$ cat config.mk
export PLATFORM = sky130hd
export DESIGN_NAME = id_stage_flat
export DESIGN_NICKNAME = d
export VERILOG_FILES = /design/src/rtl/pipe_pkg.sv /design/src/rtl/id_stage_if.sv /design/src/rtl/id_decoder.sv /design/src/rtl/id_stage.sv /design/src/flat_wrapper.sv
export SDC_FILE = /design/constraint.sdc
export NUM_CORES = 1
export LEC_CHECK = 0
export CAP_MARGIN = 10
export CORE_AREA = 2 2 137 139
export CTS_BUF_LIST = sky130_fd_sc_hd__clkbuf_4
export DETAILED_ROUTE_END_ITERATION = 8
export DIE_AREA = 0 0 139 141
export DONT_BUFFER_PORTS = 1
export GPL_TIMING_DRIVEN = 0
export SYNTH_ARGS = -nofsm -noshare
export SYNTH_HDL_FRONTEND = slang
export SYNTH_HIERARCHICAL = 1
export SYNTH_SLANG_ARGS = --single-unit
$ cat constraint.sdc
create_clock -name clock -period 3.1 [get_ports clock]
set_input_delay 0.775 -clock clock [delete_from_list [all_inputs] [get_ports clock]]
set_output_delay 0.775 -clock clock [all_outputs]
set_load 0.02 [all_outputs]
$ cat src/rtl/pipe_pkg.sv
// Shared pipeline definitions: data width, MIPS opcode constants, the zero
// register index and the decoded control bundle carried into execute.
package pipe_pkg;

  localparam int XLEN = 32;

  localparam logic [5:0] OP_RTYPE = 6'h00;
  localparam logic [5:0] OP_ADDI  = 6'h08;
  localparam logic [5:0] OP_LW    = 6'h23;
  localparam logic [5:0] OP_SW    = 6'h2B;
  localparam logic [5:0] OP_BEQ   = 6'h04;
  localparam logic [5:0] OP_J     = 6'h02;

  localparam logic [4:0] REG_ZERO = 5'd0;

  typedef struct packed {
    logic reg_write;
    logic mem_read;
    logic mem_write;
    logic branch;
    logic jump;
    logic illegal;
  } ctrl_t;

endpackage

$ cat src/rtl/id_stage_if.sv
// Fetch-to-decode and decode-to-execute handshake bundle. The slave modport is
// the decode stage; the master modport is the surrounding pipeline.
interface id_stage_if #(
  parameter int XLEN = 32
);

  logic            in_valid;
  logic            in_ready;
  logic [31:0]     in_instr;
  logic [XLEN-1:0] in_pc;

  logic            out_valid;
  logic            out_ready;
  logic [XLEN-1:0] ex_pc;
  logic [XLEN-1:0] ex_rs_val;
  logic [XLEN-1:0] ex_rt_val;
  logic [XLEN-1:0] ex_imm;
  logic [5:0]      ex_opcode;
  logic [5:0]      ex_funct;
  logic [4:0]      ex_dest;
  logic            ex_reg_write;
  logic            ex_mem_read;
  logic            ex_mem_write;
  logic            ex_branch;
  logic            ex_jump;
  logic            ex_illegal;

  modport master (
    output in_valid, in_instr, in_pc, out_ready,
    input  in_ready, out_valid, ex_pc, ex_rs_val, ex_rt_val, ex_imm,
    input  ex_opcode, ex_funct, ex_dest, ex_reg_write, ex_mem_read,
    input  ex_mem_write, ex_branch, ex_jump, ex_illegal
  );

  modport slave (
    input  in_valid, in_instr, in_pc, out_ready,
    output in_ready, out_valid, ex_pc, ex_rs_val, ex_rt_val, ex_imm,
    output ex_opcode, ex_funct, ex_dest, ex_reg_write, ex_mem_read,
    output ex_mem_write, ex_branch, ex_jump, ex_illegal
  );

endinterface

$ cat src/rtl/id_decoder.sv
// Combinational MIPS-style field decoder: control bundle, destination,
// source-used flags and the sign-extended 16-bit immediate.
module id_decoder
  import pipe_pkg::*;
#(
  parameter int XLEN = pipe_pkg::XLEN
) (
  input  logic [31:0]             instr,
  output ctrl_t                   ctrl,
  output logic [4:0]              rs,
  output logic [4:0]              rt,
  output logic [4:0]              dest,
  output logic                    use_rs,
  output logic                    use_rt,
  output logic signed [XLEN-1:0]  imm
);

  logic [5:0] opcode;
  logic [4:0] rd;

  assign opcode = instr[31:26];
  assign rs     = instr[25:21];
  assign rt     = instr[20:16];
  assign rd     = instr[15:11];
  assign imm    = {{(XLEN-16){instr[15]}}, instr[15:0]};

  always_comb begin
    ctrl   = '0;
    dest   = REG_ZERO;
    use_rs = 1'b0;
    use_rt = 1'b0;
    case (opcode)
      OP_RTYPE: begin
        dest           = rd;
        ctrl.reg_write = (rd != REG_ZERO);
        use_rs         = 1'b1;
        use_rt         = 1'b1;
      end
      OP_ADDI: begin
        dest           = rt;
        ctrl.reg_write = 1'b1;
        use_rs         = 1'b1;
      end
      OP_LW: begin
        dest           = rt;
        ctrl.reg_write = 1'b1;
        ctrl.mem_read  = 1'b1;
        use_rs         = 1'b1;
      end
      OP_SW: begin
        ctrl.mem_write = 1'b1;
        use_rs         = 1'b1;
        use_rt         = 1'b1;
      end
      OP_BEQ: begin
        ctrl.branch    = 1'b1;
        use_rs         = 1'b1;
        use_rt         = 1'b1;
      end
      OP_J: begin
        ctrl.jump      = 1'b1;
      end
      default: begin
        ctrl.illegal   = 1'b1;
      end
    endcase
  end

endmodule

$ cat src/rtl/id_stage.sv
// Decode / operand-fetch stage with load-use hazard stall and ID/EX register.
// Optional macro ID_WB_BYPASS_EN forwards same-cycle writeback data to operands.
module id_stage
  import pipe_pkg::*;
#(
  parameter int XLEN  = pipe_pkg::XLEN,
  parameter int CNT_W = 16
) (
  input  logic             clock,
  input  logic             reset,
  input  logic             flush,
  id_stage_if.slave        bus,
  output logic [4:0]       rf_read_reg_1,
  output logic [4:0]       rf_read_reg_2,
  input  logic [XLEN-1:0]  rf_read_data_1,
  input  logic [XLEN-1:0]  rf_read_data_2,
  input  logic             wb_write_enable,
  input  logic [4:0]       wb_write_reg,
  input  logic [XLEN-1:0]  wb_write_data,
  output logic [CNT_W-1:0] stall_cycles
);

  typedef struct packed {
    logic [XLEN-1:0]        pc;
    logic signed [XLEN-1:0] rs_val;
    logic signed [XLEN-1:0] rt_val;
    logic signed [XLEN-1:0] imm;
    logic [5:0]             opcode;
    logic [5:0]             funct;
    logic [4:0]             dest;
    ctrl_t                  ctrl;
  } idex_t;

  function automatic logic [CNT_W-1:0] sat_inc(input logic [CNT_W-1:0] v);
    return (&v) ? v : v + 1'b1;
  endfunction

  // Register 0 is hard-wired to zero whatever the register file returns.
  function automatic logic signed [XLEN-1:0] operand(input logic [4:0]      src,
                                                     input logic [XLEN-1:0] rf_data);
    logic signed [XLEN-1:0] v;
    v = rf_data;
`ifdef ID_WB_BYPASS_EN
    if (wb_write_enable && (wb_write_reg == src)) v = wb_write_data;
`endif
    if (src == REG_ZERO) v = '0;
    return v;
  endfunction

`ifndef ID_WB_BYPASS_EN
  logic unused_wb;
  assign unused_wb = ^{wb_write_enable, wb_write_reg, wb_write_data};
`endif

  ctrl_t                  dec_ctrl;
  logic [4:0]             dec_rs;
  logic [4:0]             dec_rt;
  logic [4:0]             dec_dest;
  logic                   dec_use_rs;
  logic                   dec_use_rt;
  logic signed [XLEN-1:0] dec_imm;

  idex_t            idex_p0;
  idex_t            idex_p1;
  logic             vld_p1;
  logic [CNT_W-1:0] stall_cnt;
  logic             hazard;
  logic             xfer;

  id_decoder #(.XLEN(XLEN)) u_dec (
    .instr  (bus.in_instr),
    .ctrl   (dec_ctrl),
    .rs     (dec_rs),
    .rt     (dec_rt),
    .dest   (dec_dest),
    .use_rs (dec_use_rs),
    .use_rt (dec_use_rt),
    .imm    (dec_imm)
  );

  // ---- p0: decode and operand fetch ----
  assign rf_read_reg_1 = dec_rs;
  assign rf_read_reg_2 = dec_rt;

  always_comb begin
    idex_p0        = '0;
    idex_p0.pc     = bus.in_pc;
    idex_p0.rs_val = operand(dec_rs, rf_read_data_1);
    idex_p0.rt_val = operand(dec_rt, rf_read_data_2);
    idex_p0.imm    = dec_imm;
    idex_p0.opcode = bus.in_instr[31:26];
    idex_p0.funct  = bus.in_instr[5:0];
    idex_p0.dest   = dec_dest;
    idex_p0.ctrl   = dec_ctrl;
  end

  // A load still sitting in ID/EX cannot feed a consumer decoded this cycle.
  always_comb begin
    hazard = vld_p1 && idex_p1.ctrl.mem_read && (idex_p1.dest != REG_ZERO) &&
             ((dec_use_rs && (dec_rs == idex_p1.dest)) ||
              (dec_use_rt && (dec_rt == idex_p1.dest)));
  end

  assign bus.in_ready = flush || (!hazard && (!vld_p1 || bus.out_ready));
  assign xfer         = bus.in_valid && bus.in_ready && !flush;

  // ---- p1: ID/EX pipeline register ----
  always_ff @(posedge clock) begin
    if (reset) begin
      vld_p1    <= 1'b0;
      idex_p1   <= '0;
      stall_cnt <= '0;
    end else begin
      if (bus.in_valid && hazard && !flush) stall_cnt <= sat_inc(stall_cnt);
      if (flush) begin
        vld_p1 <= 1'b0;
      end else if (xfer) begin
        vld_p1  <= 1'b1;
        idex_p1 <= idex_p0;
      end else if (bus.out_ready) begin
        vld_p1 <= 1'b0;
      end
    end
  end

  assign bus.out_valid    = vld_p1;
  assign bus.ex_pc        = idex_p1.pc;
  assign bus.ex_rs_val    = idex_p1.rs_val;
  assign bus.ex_rt_val    = idex_p1.rt_val;
  assign bus.ex_imm       = idex_p1.imm;
  assign bus.ex_opcode    = idex_p1.opcode;
  assign bus.ex_funct     = idex_p1.funct;
  assign bus.ex_dest      = idex_p1.dest;
  assign bus.ex_reg_write = idex_p1.ctrl.reg_write;
  assign bus.ex_mem_read  = idex_p1.ctrl.mem_read;
  assign bus.ex_mem_write = idex_p1.ctrl.mem_write;
  assign bus.ex_branch    = idex_p1.ctrl.branch;
  assign bus.ex_jump      = idex_p1.ctrl.jump;
  assign bus.ex_illegal   = idex_p1.ctrl.illegal;
  assign stall_cycles     = stall_cnt;

endmodule

$ cat src/flat_wrapper.sv
// flat-port wrapper written by rule: the top's interface ports become plain ports
module id_stage_flat import pipe_pkg::*;
#(
  parameter int XLEN  = pipe_pkg::XLEN,
  parameter int CNT_W = 16
)
  (clock, reset, flush, rf_read_reg_1, rf_read_reg_2, rf_read_data_1, rf_read_data_2, wb_write_enable, wb_write_reg, wb_write_data, stall_cycles, bus_in_valid, bus_in_instr, bus_in_pc, bus_out_ready, bus_in_ready, bus_out_valid, bus_ex_pc, bus_ex_rs_val, bus_ex_rt_val, bus_ex_imm, bus_ex_opcode, bus_ex_funct, bus_ex_dest, bus_ex_reg_write, bus_ex_mem_read, bus_ex_mem_write, bus_ex_branch, bus_ex_jump, bus_ex_illegal);
  id_stage_if #(.XLEN(XLEN)) bus_i ();
  input  logic clock;
  input  logic reset;
  input  logic flush;
  output logic [4:0] rf_read_reg_1;
  output logic [4:0] rf_read_reg_2;
  input  logic [XLEN-1:0] rf_read_data_1;
  input  logic [XLEN-1:0] rf_read_data_2;
  input  logic wb_write_enable;
  input  logic [4:0] wb_write_reg;
  input  logic [XLEN-1:0] wb_write_data;
  output logic [CNT_W-1:0] stall_cycles;
  input wire logic [$bits(bus_i.in_valid)-1:0] bus_in_valid;
  input wire logic [$bits(bus_i.in_instr)-1:0] bus_in_instr;
  input wire logic [$bits(bus_i.in_pc)-1:0] bus_in_pc;
  input wire logic [$bits(bus_i.out_ready)-1:0] bus_out_ready;
  output wire logic [$bits(bus_i.in_ready)-1:0] bus_in_ready;
  output wire logic [$bits(bus_i.out_valid)-1:0] bus_out_valid;
  output wire logic [$bits(bus_i.ex_pc)-1:0] bus_ex_pc;
  output wire logic [$bits(bus_i.ex_rs_val)-1:0] bus_ex_rs_val;
  output wire logic [$bits(bus_i.ex_rt_val)-1:0] bus_ex_rt_val;
  output wire logic [$bits(bus_i.ex_imm)-1:0] bus_ex_imm;
  output wire logic [$bits(bus_i.ex_opcode)-1:0] bus_ex_opcode;
  output wire logic [$bits(bus_i.ex_funct)-1:0] bus_ex_funct;
  output wire logic [$bits(bus_i.ex_dest)-1:0] bus_ex_dest;
  output wire logic [$bits(bus_i.ex_reg_write)-1:0] bus_ex_reg_write;
  output wire logic [$bits(bus_i.ex_mem_read)-1:0] bus_ex_mem_read;
  output wire logic [$bits(bus_i.ex_mem_write)-1:0] bus_ex_mem_write;
  output wire logic [$bits(bus_i.ex_branch)-1:0] bus_ex_branch;
  output wire logic [$bits(bus_i.ex_jump)-1:0] bus_ex_jump;
  output wire logic [$bits(bus_i.ex_illegal)-1:0] bus_ex_illegal;
  assign bus_i.in_valid = bus_in_valid;
  assign bus_i.in_instr = bus_in_instr;
  assign bus_i.in_pc = bus_in_pc;
  assign bus_i.out_ready = bus_out_ready;
  assign bus_in_ready = bus_i.in_ready;
  assign bus_out_valid = bus_i.out_valid;
  assign bus_ex_pc = bus_i.ex_pc;
  assign bus_ex_rs_val = bus_i.ex_rs_val;
  assign bus_ex_rt_val = bus_i.ex_rt_val;
  assign bus_ex_imm = bus_i.ex_imm;
  assign bus_ex_opcode = bus_i.ex_opcode;
  assign bus_ex_funct = bus_i.ex_funct;
  assign bus_ex_dest = bus_i.ex_dest;
  assign bus_ex_reg_write = bus_i.ex_reg_write;
  assign bus_ex_mem_read = bus_i.ex_mem_read;
  assign bus_ex_mem_write = bus_i.ex_mem_write;
  assign bus_ex_branch = bus_i.ex_branch;
  assign bus_ex_jump = bus_i.ex_jump;
  assign bus_ex_illegal = bus_i.ex_illegal;
  id_stage #(.XLEN(XLEN), .CNT_W(CNT_W)) u_core (.clock(clock), .reset(reset), .flush(flush), .bus(bus_i), .rf_read_reg_1(rf_read_reg_1), .rf_read_reg_2(rf_read_reg_2), .rf_read_data_1(rf_read_data_1), .rf_read_data_2(rf_read_data_2), .wb_write_enable(wb_write_enable), .wb_write_reg(wb_write_reg), .wb_write_data(wb_write_data), .stall_cycles(stall_cycles));
endmodule
==> impl_metrics.prom <==
# TYPE chip_impl_metric gauge
chip_impl_info{name="outcome",value="complete, no violations"} 1
chip_impl_info{name="timing.critical_path.from_type",value="input pin"} 1
chip_impl_metric{name="synthesis.area_per_instance",unit="sq um"} 9.42
chip_impl_metric{name="fin_hold_ws",unit="ns"} 0.257
chip_impl_metric{name="drc",unit=""} 0
chip_impl_metric{name="period_share",unit="%"} 97.7
chip_impl_metric{name="p_clk_share",unit="%"} 32.1
chip_impl_info{name="ys.flop_type",value="sky130_fd_sc_hd__dfxtp_1"} 1
chip_impl_info{name="worst_setup_path_startpoint",value="bus_in_instr[26]"} 1
chip_impl_metric{name="drive_above_1_share",unit="%"} 13.8
chip_impl_metric{name="ant_nets",unit=""} 0
chip_impl_metric{name="finalWirelength",unit="microns"} 20300
chip_impl_metric{name="synth.yosys.seq_area_share",unit="%"} 47.0
chip_impl_metric{name="maxCapViolations",unit=""} 0
chip_impl_metric{name="synth_area_in_compound_gates",unit="%"} 8.54
chip_impl_info{name="criticalPathCategory",value="input pin to primary output"} 1
chip_impl_metric{name="largest_net_degree_at_the_start_of_global_routing",unit=""} 20
chip_impl_info{name="worst_setup_path_endpoint",value="bus_in_ready"} 1
chip_impl_metric{name="drt-wirelength-per-cell",unit="microns"} 19.6
chip_impl_metric{name="numPortBuffers",unit=""} 0
chip_impl_metric{name="synthAdderAreaFrac",unit="%"} 0.175
chip_impl_metric{name="final.min_clock_period",unit="ns"} 3.03
chip_impl_metric{name="max-clock-path-buffers",unit=""} 2
chip_impl_info{name="main_combinational_cell_family_by_area_after_synthesis",value="simple AND/OR/NAND/NOR gates"} 1
chip_impl_metric{name="final_max_slew_viol_count",unit=""} 0
chip_impl_metric{name="synth-seq-cells",unit=""} 168
chip_impl_metric{name="grt_first_pass_wirelength",unit="microns"} 29700
chip_impl_metric{name="hpwlAfterDp",unit="microns"} 15000
chip_impl_metric{name="power_frac_comb",unit="%"} 9.3
chip_impl_metric{name="finalNetCount",unit=""} 955
chip_impl_metric{name="clock_buffers_created_by_tritoncts",unit=""} 17
chip_impl_metric{name="actual_slew_at_the_worst_max_slew_pin",unit="ns"} 0.888
chip_impl_metric{name="synthesis.nets",unit=""} 931
chip_impl_metric{name="fmaxAchievable",unit="MHz"} 330
chip_impl_metric{name="finClkSkew",unit="ns"} 0.0207
chip_impl_metric{name="cp_data_required_time",unit="ns"} 2.32
chip_impl_metric{name="p_sw",unit="mW"} 1.28
chip_impl_metric{name="synth_cell_type_count",unit=""} 42
chip_impl_metric{name="yosys.area.top_type_share",unit="%"} 47.0
chip_impl_metric{name="cts_hold_buffers",unit=""} 0
chip_impl_metric{name="timing.reg2reg.setup_slack",unit="ns"} 0.38
chip_impl_metric{name="normalized_max_slew_margin",unit="%"} 40.8
chip_impl_metric{name="p_leak",unit="nW"} 2.86
chip_impl_metric{name="clock_insertion_delay_worst_skew",unit="ns"} 0.57
chip_impl_metric{name="detailed_route_vias_per_instance",unit=""} 5.16
chip_impl_metric{name="synth_xor_area_share",unit="%"} 1.47
chip_impl_metric{name="timing.critical_path.arrival",unit="ns"} 2.25
chip_impl_metric{name="final-seq-area",unit="sq um"} 3360
chip_impl_metric{name="synthMuxAreaShare",unit="%"} 12.3
chip_impl_info{name="crit_path_end_kind",value="primary output"} 1
chip_impl_info{name="most_frequent_cell_after_synthesis",value="sky130_fd_sc_hd__dfxtp_1"} 1
chip_impl_metric{name="pint",unit="mW"} 2.88
chip_impl_metric{name="report.final.hold_viol_count",unit=""} 0
chip_impl_info{name="timing.rr.end",value="u_core/stall_cycles[1]$_SDFFE_PP0P_"} 1
chip_impl_metric{name="final_util",unit="%"} 42.8
chip_impl_metric{name="count_of_flip_flops_with_a_built_in_enable_after_synthesis",unit=""} 0
chip_impl_metric{name="dp_cells",unit=""} 993
chip_impl_metric{name="drt_iter0_markers",unit=""} 261
chip_impl_info{name="cpMaxStageDelayCell",value="sky130_fd_sc_hd__or4b_4"} 1
chip_impl_metric{name="routed-via-count",unit=""} 5316
chip_impl_metric{name="seq_power_share",unit="%"} 58.6
chip_impl_metric{name="grt_usage",unit="%"} 19.4
chip_impl_metric{name="num_io_pins",unit=""} 350
chip_impl_info{name="leading_cell_types_by_total_area_after_synthesis",value="sky130_fd_sc_hd__dfxtp_1, sky130_fd_sc_hd__mux2i_1, sky130_fd_sc_hd__nand2b_1"} 1
chip_impl_metric{name="number_of_antenna_violations_at_the_first_check_in_global_routing",unit=""} 1
chip_impl_metric{name="clk_pin_slew_worst_paths",unit="ns"} 0.16
chip_impl_metric{name="numClockSinks",unit=""} 168
chip_impl_info{name="cts_root_buffer",value="sky130_fd_sc_hd__clkbuf_4"} 1
chip_impl_metric{name="layout-area-overhead-vs-synth",unit="%"} 9.24
chip_impl_metric{name="multi_input_area",unit="sq um"} 3120
chip_impl_info{name="synth.largest_area_cell",value="sky130_fd_sc_hd__dfxtp_1"} 1
chip_impl_metric{name="place_congestion",unit=""} 0.806
chip_impl_metric{name="grt_remaining_overflow",unit=""} 0
chip_impl_metric{name="floorplan.die_area",unit="sq um"} 19600
chip_impl_info{name="cts_tree",value="yes"} 1
chip_impl_metric{name="totalPowerFinal",unit="mW"} 4.15
chip_impl_info{name="critical_path.cell_chain",value="or4b_4, a21oi_4, or2_1, nand2_1, o22ai_4, nand2_4, a21o_4"} 1
chip_impl_metric{name="netlist_area_pre_place",unit="sq um"} 7150
chip_impl_metric{name="sw_frac_of_total",unit="%"} 30.7
chip_impl_metric{name="synth_simple_gate_area_share",unit="%"} 20.6
chip_impl_metric{name="initial_core_util",unit="%"} 39.2
chip_impl_metric{name="placedInstanceArea",unit="sq um"} 7450
chip_impl_metric{name="nFillCells",unit=""} 1833
chip_impl_metric{name="async_reset_ff_share",unit="%"} 0
chip_impl_metric{name="powerDensity",unit="nW/um^2"} 531
chip_impl_metric{name="die_w",unit="microns"} 139
chip_impl_info{name="hold_crit_path_type",value="input pin to flip-flop"} 1
chip_impl_metric{name="critical_path.max_fanout",unit=""} 6
chip_impl_info{name="post_synth_most_frequent_cells",value="sky130_fd_sc_hd__dfxtp_1, sky130_fd_sc_hd__nor2_1, sky130_fd_sc_hd__mux2i_1, sky130_fd_sc_hd__o21ai_0, sky130_fd_sc_hd__nand3_1"} 1
chip_impl_metric{name="vdd.ir_drop.worst",unit="V"} 0.000241
chip_impl_metric{name="h-tree-depth",unit=""} 4
chip_impl_metric{name="finish.instance_area",unit="sq um"} 7810
chip_impl_metric{name="height_of_the_die",unit="microns"} 141
chip_impl_metric{name="synthesis.instances",unit=""} 759
chip_impl_info{name="worst_r2r_startpoint",value="u_core/stall_cycles[0]$_SDFFE_PP0P_"} 1
chip_impl_metric{name="yosysWarnings",unit=""} 6
chip_impl_metric{name="placeableCoreArea",unit="sq um"} 18300
chip_impl_metric{name="worstRegToRegCells",unit=""} 9
chip_impl_metric{name="grt_pass1_vias",unit=""} 5082
chip_impl_metric{name="report.final.setup_viol",unit=""} 0
chip_impl_metric{name="layoutNonFillerInstCount",unit=""} 1031
chip_impl_metric{name="dr.pass1.iters",unit=""} 6
chip_impl_metric{name="core.rowCount",unit=""} 50
chip_impl_metric{name="longest_individual_stage_delay_on_the_worst_path",unit="ns"} 0.53
-- worst min-delay path by stage --
stage	from	end	slack [ns]	cells after the start
finish	flush	u_core/bus.out_valid$_SDFFE_PP0P_	0.26	1
global route	flush	u_core/bus.out_valid$_SDFFE_PP0P_	0.20	1
CTS	flush	u_core/bus.out_valid$_SDFFE_PP0P_	0.21	1
global placement	u_core/bus.ex_rt_val[7]$_SDFFE_PP0P_	u_core/bus.ex_rt_val[7]$_SDFFE_PP0P_	0.56	2
detailed placement	u_core/bus.ex_rt_val[7]$_SDFFE_PP0P_	u_core/bus.ex_rt_val[7]$_SDFFE_PP0P_	0.57	2
floorplan	u_core/bus.ex_rs_val[0]$_SDFFE_PP0P_	u_core/bus.ex_rs_val[0]$_SDFFE_PP0P_	0.55	2
-- timing repair --
item                                    4_1_cts  5_1_grt
gates resized for setup                       2        2
endpoints found under the setup margin        1        1
buffers inserted                              2        3
pin swaps                                     3        4
-- critical path, delay by kind of cell --
kind            cells  cell delay, ns
compound gates      3            0.67
simple gates        4            0.81
-- per-layer routing --
metal  vias up  global-route usage [%]  part of all wire (%)
li1       2594                       -                     -
met1      2502                    23.6                    43
met2       200                    31.9                    47
met3        20                    7.88                   8.7
met4         0                    5.79                   1.4
met5         -                       0                     0
-- final cells by class --
cell class / instances / area share (%)
Tap cell: 234 / 3.75
Antenna cell: 1 / 0.0320
Clock inverter: 14 / 2.03
Multi-Input combinational cell: 493 / 39.9
Buffer: 93 / 8.81
Sequential cell: 168 / 43.0
Inverter: 5 / 0.240
Timing Repair Buffer: 5 / 0.480
Clock buffer: 18 / 1.73
-- placed cells by master (no fill, tap or decap), types with 6 or more instances in the layout --
cell / count
sky130_fd_sc_hd__dfxtp_1: 168
sky130_fd_sc_hd__nand2_1: 8
sky130_fd_sc_hd__nand3_1: 71
sky130_fd_sc_hd__nand4_1: 7
sky130_fd_sc_hd__clkbuf_1: 31
sky130_fd_sc_hd__buf_4: 55
sky130_fd_sc_hd__and3_1: 6
sky130_fd_sc_hd__or3_1: 11
sky130_fd_sc_hd__mux2i_1: 88
sky130_fd_sc_hd__a21oi_1: 12
sky130_fd_sc_hd__buf_12: 8
sky130_fd_sc_hd__nor2_1: 93
sky130_fd_sc_hd__clkbuf_4: 18
sky130_fd_sc_hd__xnor2_1: 10
sky130_fd_sc_hd__nor3_1: 8
sky130_fd_sc_hd__o21ai_0: 74
sky130_fd_sc_hd__nand2b_1: 66
-- cells by family (layout without fill, tap and decap cells) --
logic type,count (synthesis),after routing
AND/OR/NAND/NOR,288,288
flip-flops,168,168
AO/OA/AOI/OAI,104,104
buffers and inverters,98,135
multiplexers,88,88
XOR/XNOR,12,12
adder cells (fa/ha/maj),1,1
other,0,1
-- power by group through the flow --
stage / registers (mW) / logic [mW] / clock network [mW]
after floorplan: 2.45 / 0.310 / 0
after global placement: 2.48 / 0.378 / 0
after detailed placement: 2.48 / 0.384 / 0
after CTS: 2.44 / 0.386 / 1.38
after global routing: 2.44 / 0.423 / 1.45
final: 2.43 / 0.386 / 1.33
-- metrics by stage --
| stage | TNS (ns) | setup WS (ns) |
|---|---|---|
| after CTS | 0 | 0.0181 |
| after global routing | -0.00198 | -0.00198 |
| after floorplan | 0 | 0.0120 |
| after global placement | -0.220 | -0.220 |
| after detailed placement | -0.221 | -0.221 |
| final | 0 | 0.0723 |
-- state kept, by name (all words and copies together), names as in the netlist, 5 cells and up --
register and count:
u_core/bus.ex_opcode 6, u_core/bus.ex_pc 32, u_core/bus.ex_dest 5, u_core/bus.ex_rt_val 32, u_core/bus.ex_funct 6, u_core/bus.ex_imm 32, u_core/bus.ex_rs_val 32, u_core/stall_cycles 16
(Power assumes the default switching activity.)
